===== src/rtl/mips_pkg.sv =====
// Shared definitions for the MIPS front end: opcode constants, the fetch
// step, the default reset PC, the fetch FSM encoding and the queue entry
// layout used between the fetch unit and its buffer.
package mips_pkg;

    // Major opcodes the control decoder keys on (instr[31:26]).
    localparam logic [5:0] OP_RTYPE = 6'b000000;
    localparam logic [5:0] OP_LW    = 6'b100011;
    localparam logic [5:0] OP_SW    = 6'b101011;
    localparam logic [5:0] OP_BEQ   = 6'b000100;

    // Byte distance between consecutive instruction words.
    localparam logic [31:0] PC_STEP = 32'd4;

    // PC loaded at reset unless the instance overrides it.
    localparam logic [31:0] DEFAULT_RESET_PC = 32'h0000_0000;

    // Fetch control states.
    typedef enum logic [1:0] {
        IDLE  = 2'd0,   // one settling cycle after reset release
        REQ   = 2'd1,   // normal fetching, gated by queue space
        DRAIN = 2'd2    // waiting out a request made stale by a redirect
    } fetchState_t;

    // One queued instruction together with the address it came from.
    typedef struct packed {
        logic [31:0] pc;
        logic [31:0] instr;
    } fetchEntry_t;

    // Word-align a byte address by clearing the two low bits.
    function automatic logic [31:0] wordAlign(input logic [31:0] addr);
        return {addr[31:2], 2'b00};
    endfunction

endpackage


===== src/rtl/fetch_buffer.sv =====
// Two-entry FIFO of {pc, instr} between instruction memory and decode.
// A push and a pop may happen in the same cycle even when full; flush
// empties the queue in one cycle. Popped slots keep their contents.
module fetch_buffer
    import mips_pkg::*;
(
    input  logic        clk,
    input  logic        rst_n,
    input  logic        push,
    input  logic        pop,
    input  logic        flush,
    input  fetchEntry_t pushEntry,
    output logic [1:0]  count,
    output fetchEntry_t headEntry
);

    fetchEntry_t entries [2];
    logic        rdPtr;
    logic        wrPtr;

    // Entry storage: written on push, suppressed while flushing.
    // NOTE: the storage is reset (it is only two entries) because the head
    // outputs must read as zero straight out of reset; a deeper queue would
    // leave the array unreset and rely on count to qualify the head.
    always_ff @(posedge clk or negedge rst_n) begin
        if (!rst_n) begin
            entries[0] <= '0;
            entries[1] <= '0;
        end else if (push && !flush) begin
            entries[wrPtr] <= pushEntry;
        end
    end

    // Pointer and occupancy bookkeeping.
    // NOTE: every register here uses <= so all right-hand sides see the
    // values from before this edge; blocking = would make count depend on
    // statement order and break the simultaneous push/pop case.
    always_ff @(posedge clk or negedge rst_n) begin
        if (!rst_n) begin
            rdPtr <= 1'b0;
            wrPtr <= 1'b0;
            count <= 2'd0;
        end else if (flush) begin
            wrPtr <= rdPtr;
            count <= 2'd0;
        end else begin
            if (push) begin
                wrPtr <= ~wrPtr;
            end
            if (pop) begin
                rdPtr <= ~rdPtr;
            end
            count <= count + {1'b0, push} - {1'b0, pop};
        end
    end

    assign headEntry = entries[rdPtr];

endmodule


===== src/rtl/instr_fetch.sv =====
// Instruction fetch unit: owns the PC, issues one word request at a time
// over imem_req/imem_ack, queues returned words in a 2-entry buffer and
// hands them to decode over if_valid/id_ready. A taken branch flushes the
// queue and restarts fetch at the target; a request already in flight is
// drained and its word discarded.
// Optional build macro IFETCH_PERF_EN adds perf_fetched/perf_stall counters.
module instr_fetch
    import mips_pkg::*;
#(
    parameter logic [31:0] RESET_PC = DEFAULT_RESET_PC
)
(
    input  logic        clk,
    input  logic        rst_n,
    output logic        imem_req,
    output logic [31:0] imem_addr,
    input  logic        imem_ack,
    input  logic [31:0] imem_rdata,
    output logic        if_valid,
    output logic [31:0] if_instr,
    output logic [31:0] if_pc,
    output logic [5:0]  if_opcode,
    input  logic        id_ready,
    input  logic        redirect_valid,
    input  logic [31:0] redirect_pc
`ifdef IFETCH_PERF_EN
    ,
    output logic [31:0] perf_fetched,
    output logic [31:0] perf_stall
`endif
);

    fetchState_t state;
    fetchState_t stateNext;
    logic [31:0] pc;
    logic [31:0] pcNext;
    logic [31:0] pendPc;
    logic [31:0] pendPcNext;
    logic        armed;

    logic        push;
    logic        pop;
    logic        flush;
    logic        popReq;
    logic [1:0]  count;
    logic [31:0] target;
    fetchEntry_t headEntry;
    fetchEntry_t pushEntry;

    assign target    = wordAlign(redirect_pc);
    assign popReq    = if_valid && id_ready;
    assign pushEntry = '{pc: pc, instr: imem_rdata};

    // State, PC and pending redirect target registers.
    always_ff @(posedge clk or negedge rst_n) begin
        if (!rst_n) begin
            state  <= IDLE;
            pc     <= RESET_PC;
            pendPc <= RESET_PC;
            armed  <= 1'b0;
        end else begin
            state  <= stateNext;
            pc     <= pcNext;
            pendPc <= pendPcNext;
            // The first edge after reset release only arms the FSM, so
            // IDLE occupies one full clock cycle before fetching starts.
            armed  <= 1'b1;
        end
    end

    // Next-state, request gating and queue control.
    // NOTE: every output of this block is given a default before the case
    // statement; a path that left one unassigned would infer a latch.
    always_comb begin
        stateNext  = state;
        pcNext     = pc;
        pendPcNext = pendPc;
        imem_req   = 1'b0;
        push       = 1'b0;
        pop        = 1'b0;
        flush      = 1'b0;

        case (state)
            IDLE: begin
                if (redirect_valid) begin
                    pcNext = target;
                end
                if (armed) begin
                    stateNext = REQ;
                end
            end

            REQ: begin
                // Request only when the word has somewhere to land, counting
                // a slot freed by this cycle's pop. Occupancy never rises
                // while a request waits, so a raised request stays raised.
                imem_req = (count < 2'd2) || popReq;
                if (redirect_valid) begin
                    flush = 1'b1;
                    if (imem_req && !imem_ack) begin
                        // The in-flight request must complete at its
                        // original address; remember where to go after.
                        stateNext  = DRAIN;
                        pendPcNext = target;
                    end else begin
                        // Nothing outstanding, or it completes now and the
                        // word is simply dropped.
                        pcNext = target;
                    end
                end else begin
                    pop = popReq;
                    if (imem_req && imem_ack) begin
                        push   = 1'b1;
                        pcNext = pc + PC_STEP;
                    end
                end
            end

            DRAIN: begin
                // Hold the stale request until memory answers; the queue is
                // already empty, and later redirects only retarget.
                imem_req = 1'b1;
                if (redirect_valid) begin
                    flush      = 1'b1;
                    pendPcNext = target;
                end
                if (imem_ack) begin
                    stateNext = REQ;
                    pcNext    = redirect_valid ? target : pendPc;
                end
            end

            default: begin
                stateNext = IDLE;
            end
        endcase
    end

    assign imem_addr = pc;

    fetch_buffer u_fetch_buffer (
        .clk       (clk),
        .rst_n     (rst_n),
        .push      (push),
        .pop       (pop),
        .flush     (flush),
        .pushEntry (pushEntry),
        .count     (count),
        .headEntry (headEntry)
    );

    assign if_valid  = (count != 2'd0);
    assign if_instr  = headEntry.instr;
    assign if_pc     = headEntry.pc;
    assign if_opcode = headEntry.instr[31:26];

`ifdef IFETCH_PERF_EN
    // Free-running counters of delivered instructions and decode stalls.
    always_ff @(posedge clk or negedge rst_n) begin
        if (!rst_n) begin
            perf_fetched <= 32'd0;
            perf_stall   <= 32'd0;
        end else begin
            perf_fetched <= perf_fetched + 32'(pop);
            perf_stall   <= perf_stall + 32'(if_valid && !id_ready);
        end
    end
`endif

endmodule


===== config.mk =====
export PLATFORM = sky130hd
export DESIGN_NAME = instr_fetch
export DESIGN_NICKNAME = d
export VERILOG_FILES = /design/src/rtl/mips_pkg.sv /design/src/rtl/fetch_buffer.sv /design/src/rtl/instr_fetch.sv
export SDC_FILE = /design/constraint.sdc
export NUM_CORES = 1
export LEC_CHECK = 0
export CAP_MARGIN = 5
export CORE_UTILIZATION = 48
export CTS_CLUSTER_DIAMETER = 40
export CTS_CLUSTER_SIZE = 12
export DETAILED_ROUTE_END_ITERATION = 10
export PLACE_DENSITY = 0.76
export SETUP_SLACK_MARGIN = 0.5
export SYNTH_ARGS = -nofsm -noshare
export SYNTH_HDL_FRONTEND = slang
export SYNTH_HIERARCHICAL = 1
export SYNTH_SLANG_ARGS = --single-unit

===== constraint.sdc =====
create_clock -name clk -period 2.6 [get_ports clk]
set_input_delay 0.52 -clock clk [delete_from_list [all_inputs] [get_ports clk]]
set_output_delay 0.52 -clock clk [all_outputs]
set_load 0.02 [all_outputs]

======== After elaboration in Yosys (flattened, before gate mapping) ========
Index checks and enable logic that the tools add are counted.
storage, ports and cells
  flip-flop bits (word level) ............. 199
  input bits .............................. 69
  output and inout port bits .............. 104
  word-level logic and storage cells ...... 82
cells by class
  add/sub/neg operators ................... 3
  magnitude comparators ................... 4
  equal/unequal tests ..................... 9
  multiplexer cells ....................... 32
  bitwise gates (word level) .............. 5
  reduce and logical (&&, ||, !) cells .... 18
operator list
  kind                   number
  $mux 32                8
  $mux 64                4
  $bwmux 128             1
  $pmux 32 s3            1
  $demux 64 s1           1
  $pmux 32 s2            1
  $add 32x3->32 const B  1
  $mux 2                 5
  $ne 2x2->1 const B     5
  $mux 1                 9
  $ne 3x3->1 const B     2
  $pmux 2 s3             1
  $reduce_bool 2->1      3
  $logic_and 1x1->1      5
  $reduce_and 5->1       1
  $ge 2x2->1 const B     2
  $not 1->2              2
  $reduce_and 4->1       1
  $not 1->1              3
  $reduce_and 3->1       1
  $reduce_bool 3->1      1
  $add 2x1->2            1
  $eq 2x1->1 const B     1
  $eq 2x2->1 const B     1
  other kinds (9)        10

======== Depth between registers and ports, before layout ========
Gate-level depths: netlist of the first run.
  word-level depth ........................ 10
  depth in mapped cells ................... 11
  depth with buffers taken out ............ 9

======== Modules after synthesis ========
Netlist of the first run, hierarchy kept.
by module, submodules not included
  module        instances  cells an instance  area each (um^2)  sequential area each (um^2)
  fetch_buffer  1          359                6054.6            3303.2
  instr_fetch   1          421                3990.1            1676.6

======== Worst setup path before layout of the first run ========
OpenSTA, ideal clock, no wires.
  path kind ............................... register to register
  start point ............................. register state[1]
  end point ............................... register u_fetch_buffer/entries[64] (netlist bit)
  setup time .............................. 0.125 ns
  arrival time ............................ 2.510 ns
  slack ................................... -0.035 ns
  cell stages (with the launch flop) ...... 11
  clock period less this slack ............ 2.635 ns
  cell sequence ........................... dfrtp_1 inv_1 ha_1 clkbuf_1 nor2b_1 clkbuf_1 and3_1 nor3b_2 buf_6 buf_6 mux2_2
between the ends
  elaborated cells on any way between the ends .. 7
  classes of those cells .................. 2 x eq/ne; 2 x mux; 3 x reduce/logical
RTL lines
  item                            line                text
  start: declaration              instr_fetch.sv:33   fetchState_t state;
  start signal: assignment        instr_fetch.sv:62   state <= stateNext;
  $eq 2x1->1                      instr_fetch.sv:83   case (state)
  $mux 1                          instr_fetch.sv:83
  named net push                  instr_fetch.sv:41   logic push;
  $logic_and 1x1->1               fetch_buffer.sv:29  end else if (push && !flush) begin
  end signal: indexed assignment  fetch_buffer.sv:30  entries[wrPtr] <= pushEntry;
  end: declaration                fetch_buffer.sv:17  fetchEntry_t entries [2];
The timed path passes the listed nets, and every way through them passes these cells.
A chain may end at the register's enable or synchronous reset.

======== Final worst setup path of the first run ========
  start point ............................. register u_fetch_buffer.rdPtr
  end point ............................... output if_instr[0]
between the ends
  longest elaborated chain between the ends .. 4
RTL lines
  item                                         line                text
  start: declaration                           fetch_buffer.sv:18  logic rdPtr;
  start signal: assignment                     fetch_buffer.sv:51  rdPtr <= ~rdPtr;
  $not 1->2 (not written as such)              fetch_buffer.sv:57  assign headEntry = entries[rdPtr];
  $mux 64 (not written as such) (3 in series)  fetch_buffer.sv:57
  end: declaration                             instr_fetch.sv:20   output logic [31:0] if_instr,
Every way passes these cells. The select of a mux whose other input is x is not followed.

==> results.json, run 1 <==
{
  "syn_avg_cell_area_um2": 12.9,
  "setup_slack_ns": 0.267,
  "crit_top_cell": "buf_6",
  "drt_pre_antenna_iters": 6,
  "n_antenna_cell": 0,
  "synth_seq_cells": 199,
  "place_inst": 1211,
  "crit_family": "buffers and inverters",
  "regToRegStartpoint": "state[1]",
  "ff2ff_setup_slack_ns": 0.43,
  "start_util_pct": 49.3,
  "final_common_cell": "dfrtp_1",
  "dr_total_vias": 7418,
  "crit_type": "reg2out",
  "grt_max_degree": 61,
  "area_growth_pct": 37.4,
  "path_depth": 6,
  "drv_slew": 0,
  "worstPathArrival_ns": 1.81,
  "ctsHoldBuffers": 0,
  "max_freq_mhz": 429,
  "max_stage_delay_ns": 0.43,
  "drc": 0,
  "drive_gt1_share_pct": 46.4,
  "hpwl_mm": 16.2,
  "clock_latency_ns": 0.44,
  "fin_nets": 1089,
  "antenna_found_initial": 0,
  "fin_setup_tns_ns": 0,
  "place.gp.congestion": 0.857,
  "path_cells": "buf_6 > buf_12 > buf_8 > buf_16 > mux2_4 > buf_6",
  "placed_area_um2": 12200,
  "clock_skew_ns": 0.00793,
  "die-area_um2": 21500,
  "crit_slowest_cell": "dfrtp_2",
  "drt_wl_total_mm": 27.0,
  "hold_path_class": "in2async",
  "ys_seq_area_share_pct": 49.6,
  "rows": 52,
  "required_ns": 2.08,
  "place_ws_ns": 0.0830,
  "cts_root_buf": "clkbuf_16",
  "cp-end-kind": "output pin",
  "syn-cell-area_um2": 10000,
  "dieHeight_um": 147,
  "track_usage_pct": 24.2,
  "grt_overflow": 0,
  "async_reset_ff_share_pct": 100,
  "critical_path.endpoint": "if_instr[0]",
  "ff2ff_path_depth": 8,
  "worst-path-max-fanout": 5,
  "port_buffers": 170,
  "cp.buffers_inverters": 5,
  "cts_inserted_buffers": 17,
  "grt_pass1_wl_mm": 40.5,
  "clockBufferDepth": 2,
  "finalNonFillerCells": 1295,
  "finalSetupViolCount": 0,
  "hold_violations": 0,
  "p_leak_nw": 6.57,
  "synth-edff-count": 0,
  "final.period_utilization_pct": 89.7,
  "wl_per_cell_um": 20.8,
  "synth.distinct_cells": 65,
  "coreArea_um2": 20400,
  "grt_pass1_vias": 7318,
  "htree_levels": 4,
  "design_power_total_mw": 18.2,
  "ys.flop_type": "dfrtp_1",
  "ant_nets": 0,
  "rsz0062_at_grt": "yes",
  "netlist_instances": 780,
  "cts_tree": "yes",
  "r2r-end": "u_fetch_buffer/entries[69]",
  "layout_common_cells": "180 x dfrtp_1, 116 x mux2_4, 105 x mux2_2, 68 x clkdlybuf4s50_1, 62 x buf_4",
  "crit_path_start": "u_fetch_buffer/rdPtr",
  "ios": 173,
  "die_w_um": 147,
  "drt_iter0_drc": 668,
  "max-vdd-ir-drop_mv": 0.561,
  "clk_pin_slew_worst_paths_ns": 0.07,
  "crit_path_start_kind": "register",
  "fillCellCount": 1438,
  "power_density_nw_per_um2": 1320,
  "max_cap_viol_count": 0,
  "period_minus_slack_ns": 2.33,
  "clkSinkCount": 199,
  "viasPerCell": 5.73,
  "yosys_warnings": 6,
  "design_area_um2": 13800,
  "postSynthNetCount": 856,
  "outcome": "completed"
}
[registers in the layout, indices dropped and copies added (netlist names)]
| signal | count |
|---|---|
| armed | 1 |
| u_fetch_buffer/rdPtr | 1 |
| pendPc | 32 |
| u_fetch_buffer/count | 2 |
| imem_addr | 32 |
| u_fetch_buffer/entries | 128 |
| u_fetch_buffer/wrPtr | 1 |
| state | 2 |
[what timing repair did]
item                                   4_1_cts  5_1_grt
resized for setup                          247      200
endpoints found under the hold margin        0        0
setup buffers                               23       14
pin swaps                                    3        1
setup endpoints to repair                  163      183
cloned                                       5       11
[worst register-to-register path: cells and delay by family (launching register included)]
kind | cells | cell delay (ns)
adders and majority gates | 1 | 0.15
DFF | 1 | 0.45
muxes | 1 | 0.33
and+or+nand+nor | 3 | 0.65
buffers and inverters | 3 | 0.48
[routing by layer]
| metal | up-vias | global-route usage [%] | share of wire [%] |
|---|---|---|---|
| li1 | 3354 | - | - |
| met1 | 3751 | 33.5 | 45 |
| met2 | 280 | 38.8 | 49 |
| met3 | 33 | 4.72 | 5.0 |
| met4 | 0 | 6.25 | 1.6 |
| met5 | - | 0 | 0 |
[kinds of logic after synthesis]
| kind of cell | share of synthesized area, % |
|---|---|
| buf+inv | 5.21 |
| xor+xnor | 0.399 |
| other cells | 0.0373 |
| simple gates | 7.81 |
| flops | 49.6 |
| mux | 27.4 |
| compound gates | 8.67 |
| fa+ha+maj | 0.872 |
[power breakdown]
part	total, mW	internal [mW]	switching, mW
registers	5.53	4.52	1.01
logic	9.74	5.13	4.61
clock network	2.97	1.79	1.18
total	18.2	11.4	6.80
[cell type report]
class | instances | area [µm²] | share of cell area [%]
Clock inverter | 10 | 190 | 1.38
Multi-Input combinational cell | 511 | 4900 | 35.5
Inverter | 12 | 47.5 | 0.344
Tap cell | 270 | 338 | 2.45
Clock buffer | 21 | 470 | 3.41
Sequential cell | 199 | 5000 | 36.2
Timing Repair Buffer | 272 | 2860 | 20.7
[how the worst min path moves through the flow]
stage	from	end	slack, ns	cells after the start
2_1_floorplan	rst_n	armed	0.22	0
3_3_place_gp	pendPc[1]	pendPc[1]	0.47	1
3_5_place_dp	pendPc[0]	pendPc[0]	0.48	1
4_1_cts	rst_n	u_fetch_buffer/entries[5]	0.05	1
5_1_grt	rst_n	u_fetch_buffer/entries[6]	0.06	1
6_report	rst_n	u_fetch_buffer/entries[6]	0.04	1
[through the flow]
stage          hold slack, ns  utilization [%]
2_1_floorplan           0.224                -
3_3_place_gp            0.472             60.0
3_5_place_dp            0.478             60.0
4_1_cts                0.0528             65.3
5_1_grt                0.0583             67.8
6_report               0.0450             67.8
[cells in the mapped netlist, types with 7 or more instances]
cell type / number / area (µm²)
nor2_1: 36 / 135
clkbuf_1: 19 / 71.3
nand4_1: 9 / 56.3
buf_4: 7 / 52.6
buf_6: 10 / 113
nand2_1: 23 / 86.3
dfrtp_1: 199 / 4980
o21ai_0: 53 / 265
buf_2: 8 / 40.0
mux2_2: 161 / 1810
inv_1: 12 / 45.0
a21oi_1: 11 / 55.1
ha_1: 7 / 87.6
and3_1: 11 / 68.8
nor4_1: 10 / 62.6
nor3_1: 11 / 55.1
nand3_1: 11 / 55.1
mux2_4: 60 / 901
a221oi_1: 9 / 78.8
a32oi_1: 10 / 87.6
(Power assumes the default switching activity.)
==> run 2: changes to the inputs <==
--- a/config.mk
+++ b/config.mk
@@ -10,6 +10,7 @@
 export CTS_CLUSTER_DIAMETER = 40
 export CTS_CLUSTER_SIZE = 12
 export DETAILED_ROUTE_END_ITERATION = 10
+export MAX_ROUTING_LAYER = met4
 export PLACE_DENSITY = 0.76
 export SETUP_SLACK_MARGIN = 0.5
 export SYNTH_ARGS = -nofsm -noshare
==> run 2 against run 1 <==
  * Die area unchanged
  * Sequential share of layout area grew 0.090 points
  * Sequential power hardly changed
  * Critical path depth is 1 lower
  * Routed wire length decreased by 1.0%
  * Global-route usage about the same
  * Critical endpoint is now if_instr[17]
==> results.json, run 2 (synthesis gave the netlist of run 1 again) <==
{
  "outcome": "completed",
  "die-area_um2": 21500,
  "placed_area_um2": 12300,
  "crit_type": "reg2out",
  "regMostFlops": "u_fetch_buffer/entries",
  "final.period_utilization_pct": 87.6,
  "place.gp.congestion": 0.879,
  "max_cap_viol_count": 0,
  "clock_latency_ns": 0.43,
  "area_growth_pct": 37.0,
  "clock_skew_ns": 0.00796,
  "setup_slack_ns": 0.322,
  "coreArea_um2": 20400,
  "fin_setup_tns_ns": 0,
  "clk_pin_slew_worst_paths_ns": 0.07,
  "design_power_total_mw": 18.1,
  "fin_nets": 1075,
  "cts_tree": "yes",
  "hold_path_class": "in2async",
  "die_w_um": 147,
  "crit_path_start_kind": "register",
  "dieHeight_um": 147,
  "clockBufferDepth": 2,
  "antenna_found_initial": 0,
  "drc": 0,
  "cp-end-kind": "output pin",
  "ff2ff_path_depth": 8,
  "viasPerCell": 5.69,
  "required_ns": 2.08,
  "layout_common_cells": "182 x dfrtp_1, 128 x mux2_4, 93 x mux2_2, 70 x clkdlybuf4s50_1, 52 x o21ai_0",
  "cts_root_buf": "clkbuf_16",
  "rsz0062_at_grt": "yes",
  "grt_pass1_vias": 7379,
  "worst_slew_pin_slew_ns": 0.563,
  "place_ws_ns": 0.0649,
  "drt_pre_antenna_iters": 6,
  "regToRegStartpoint": "state[1]",
  "rows": 52,
  "drv_slew": 0,
  "largest_register_ffs": 128,
  "slew_headroom_pct": 62.5,
  "design_area_um2": 13800,
  "n_antenna_cell": 0,
  "drive_gt1_share_pct": 45.8,
  "grt_pass1_wl_mm": 39.8,
  "power_density_nw_per_um2": 1310,
  "ctsHoldBuffers": 0,
  "clkSinkCount": 199,
  "ios": 173,
  "drt_iter0_drc": 582,
  "drt_wl_total_mm": 26.7,
  "worstPathArrival_ns": 1.76,
  "max-vdd-ir-drop_mv": 0.732,
  "fin_util_pct": 67.6,
  "htree_levels": 4,
  "r2r-end": "u_fetch_buffer/entries[115]",
  "cts_inserted_buffers": 17,
  "track_usage_pct": 24.2,
  "port_buffers": 170,
  "max_freq_mhz": 439,
  "finalSetupViolCount": 0,
  "ant_nets": 0,
  "p_leak_nw": 6.50,
  "ff2ff_setup_slack_ns": 0.47,
  "dr_total_vias": 7290,
  "final_common_cell": "dfrtp_1",
  "start_util_pct": 49.3,
  "hpwl_mm": 16.2,
  "grt_overflow": 0,
  "hold_violations": 0,
  "wl_per_cell_um": 20.8,
  "period_minus_slack_ns": 2.28,
  "worst-path-max-fanout": 6,
  "grt_max_degree": 73
}
-- run 2: changes by cell type in the layout (fill, tap and decap cells not counted), moves of 3 or more --
cell	delta
clkdlybuf4s15_2	-3
clkbuf_16	+3
dlymetal6s2s_1	-3
mux2_4	+12
clkbuf_2	-8
mux2_2	-12
buf_6	+15
clkbuf_1	+3
buf_4	-16
-- run 2: how the worst max path moves through the flow --
stage	start	end	slack [ns]	depth (start not counted)
6_report	u_fetch_buffer/rdPtr	if_instr[17]	0.32	5
3_3_place_gp	id_ready	imem_req	0.09	5
4_1_cts	u_fetch_buffer/rdPtr	if_instr[18]	0.25	4
3_5_place_dp	id_ready	imem_req	0.06	5
5_1_grt	u_fetch_buffer/rdPtr	if_instr[19]	0.28	5
2_1_floorplan	state[1]	u_fetch_buffer/entries[64]	0.38	10
-- run 2: area by class of cell --
type	count	area, µm²
Timing Repair Buffer	258	2810
Clock buffer	22	454
Sequential cell	199	5000
Tap cell	270	338
Clock inverter	10	145
Fill cell	1437	6600
Multi-Input combinational cell	511	4980
Inverter	12	45.0
-- run 2: critical path, stage by stage, from the launching register on --
cell,delay (ns)
dfrtp_2,0.44
buf_12,0.16
buf_12,0.13
clkbuf_16,0.15
mux2_4,0.29
buf_6,0.13
-- run 2: report_power, final --
group / switching (mW) / total [mW] / internal [mW] / leakage (nW)
logic: 4.59 / 9.82 / 5.24 / 3.73
clock network: 1.18 / 2.73 / 1.55 / 0.285
registers: 1.02 / 5.54 / 4.52 / 2.49
-- run 2: per-layer routing --
layer	track usage, %	part of all wire [%]	vias up
li1	-	-	3320
met1	32.2	44	3672
met2	37.4	48	263
met3	3.91	5.5	35
met4	8.28	2.0	0
met5	-	0	-
-- run 2: what timing repair did --
| item | in CTS | in global routing |
|---|---|---|
| resized for setup | 194 | 311 |
| buffers inserted | 16 | 10 |
| hold endpoints to repair | 0 | 0 |
| cloned | 0 | 15 |
| pin swaps | 4 | 5 |
| endpoints found under the setup margin | 153 | 185 |
-- run 2: through the flow --
stage / hold slack (ns) / std cells
2_1_floorplan: 0.224 / 780
3_3_place_gp: 0.469 / 1209
3_5_place_dp: 0.478 / 1209
4_1_cts: 0.103 / 1257
5_1_grt: 0.114 / 1282
6_report: 0.0966 / 1282
==> run 3: changes to the inputs <==
--- a/config.mk
+++ b/config.mk
@@ -13,6 +13,7 @@
 export MAX_ROUTING_LAYER = met4
 export PLACE_DENSITY = 0.76
 export SETUP_SLACK_MARGIN = 0.5
+export SLEW_MARGIN = 10
 export SYNTH_ARGS = -nofsm -noshare
 export SYNTH_HDL_FRONTEND = slang
 export SYNTH_HIERARCHICAL = 1
==> results of run 3 <==
Final layout, timing and power as in run 2 (identical DEF).
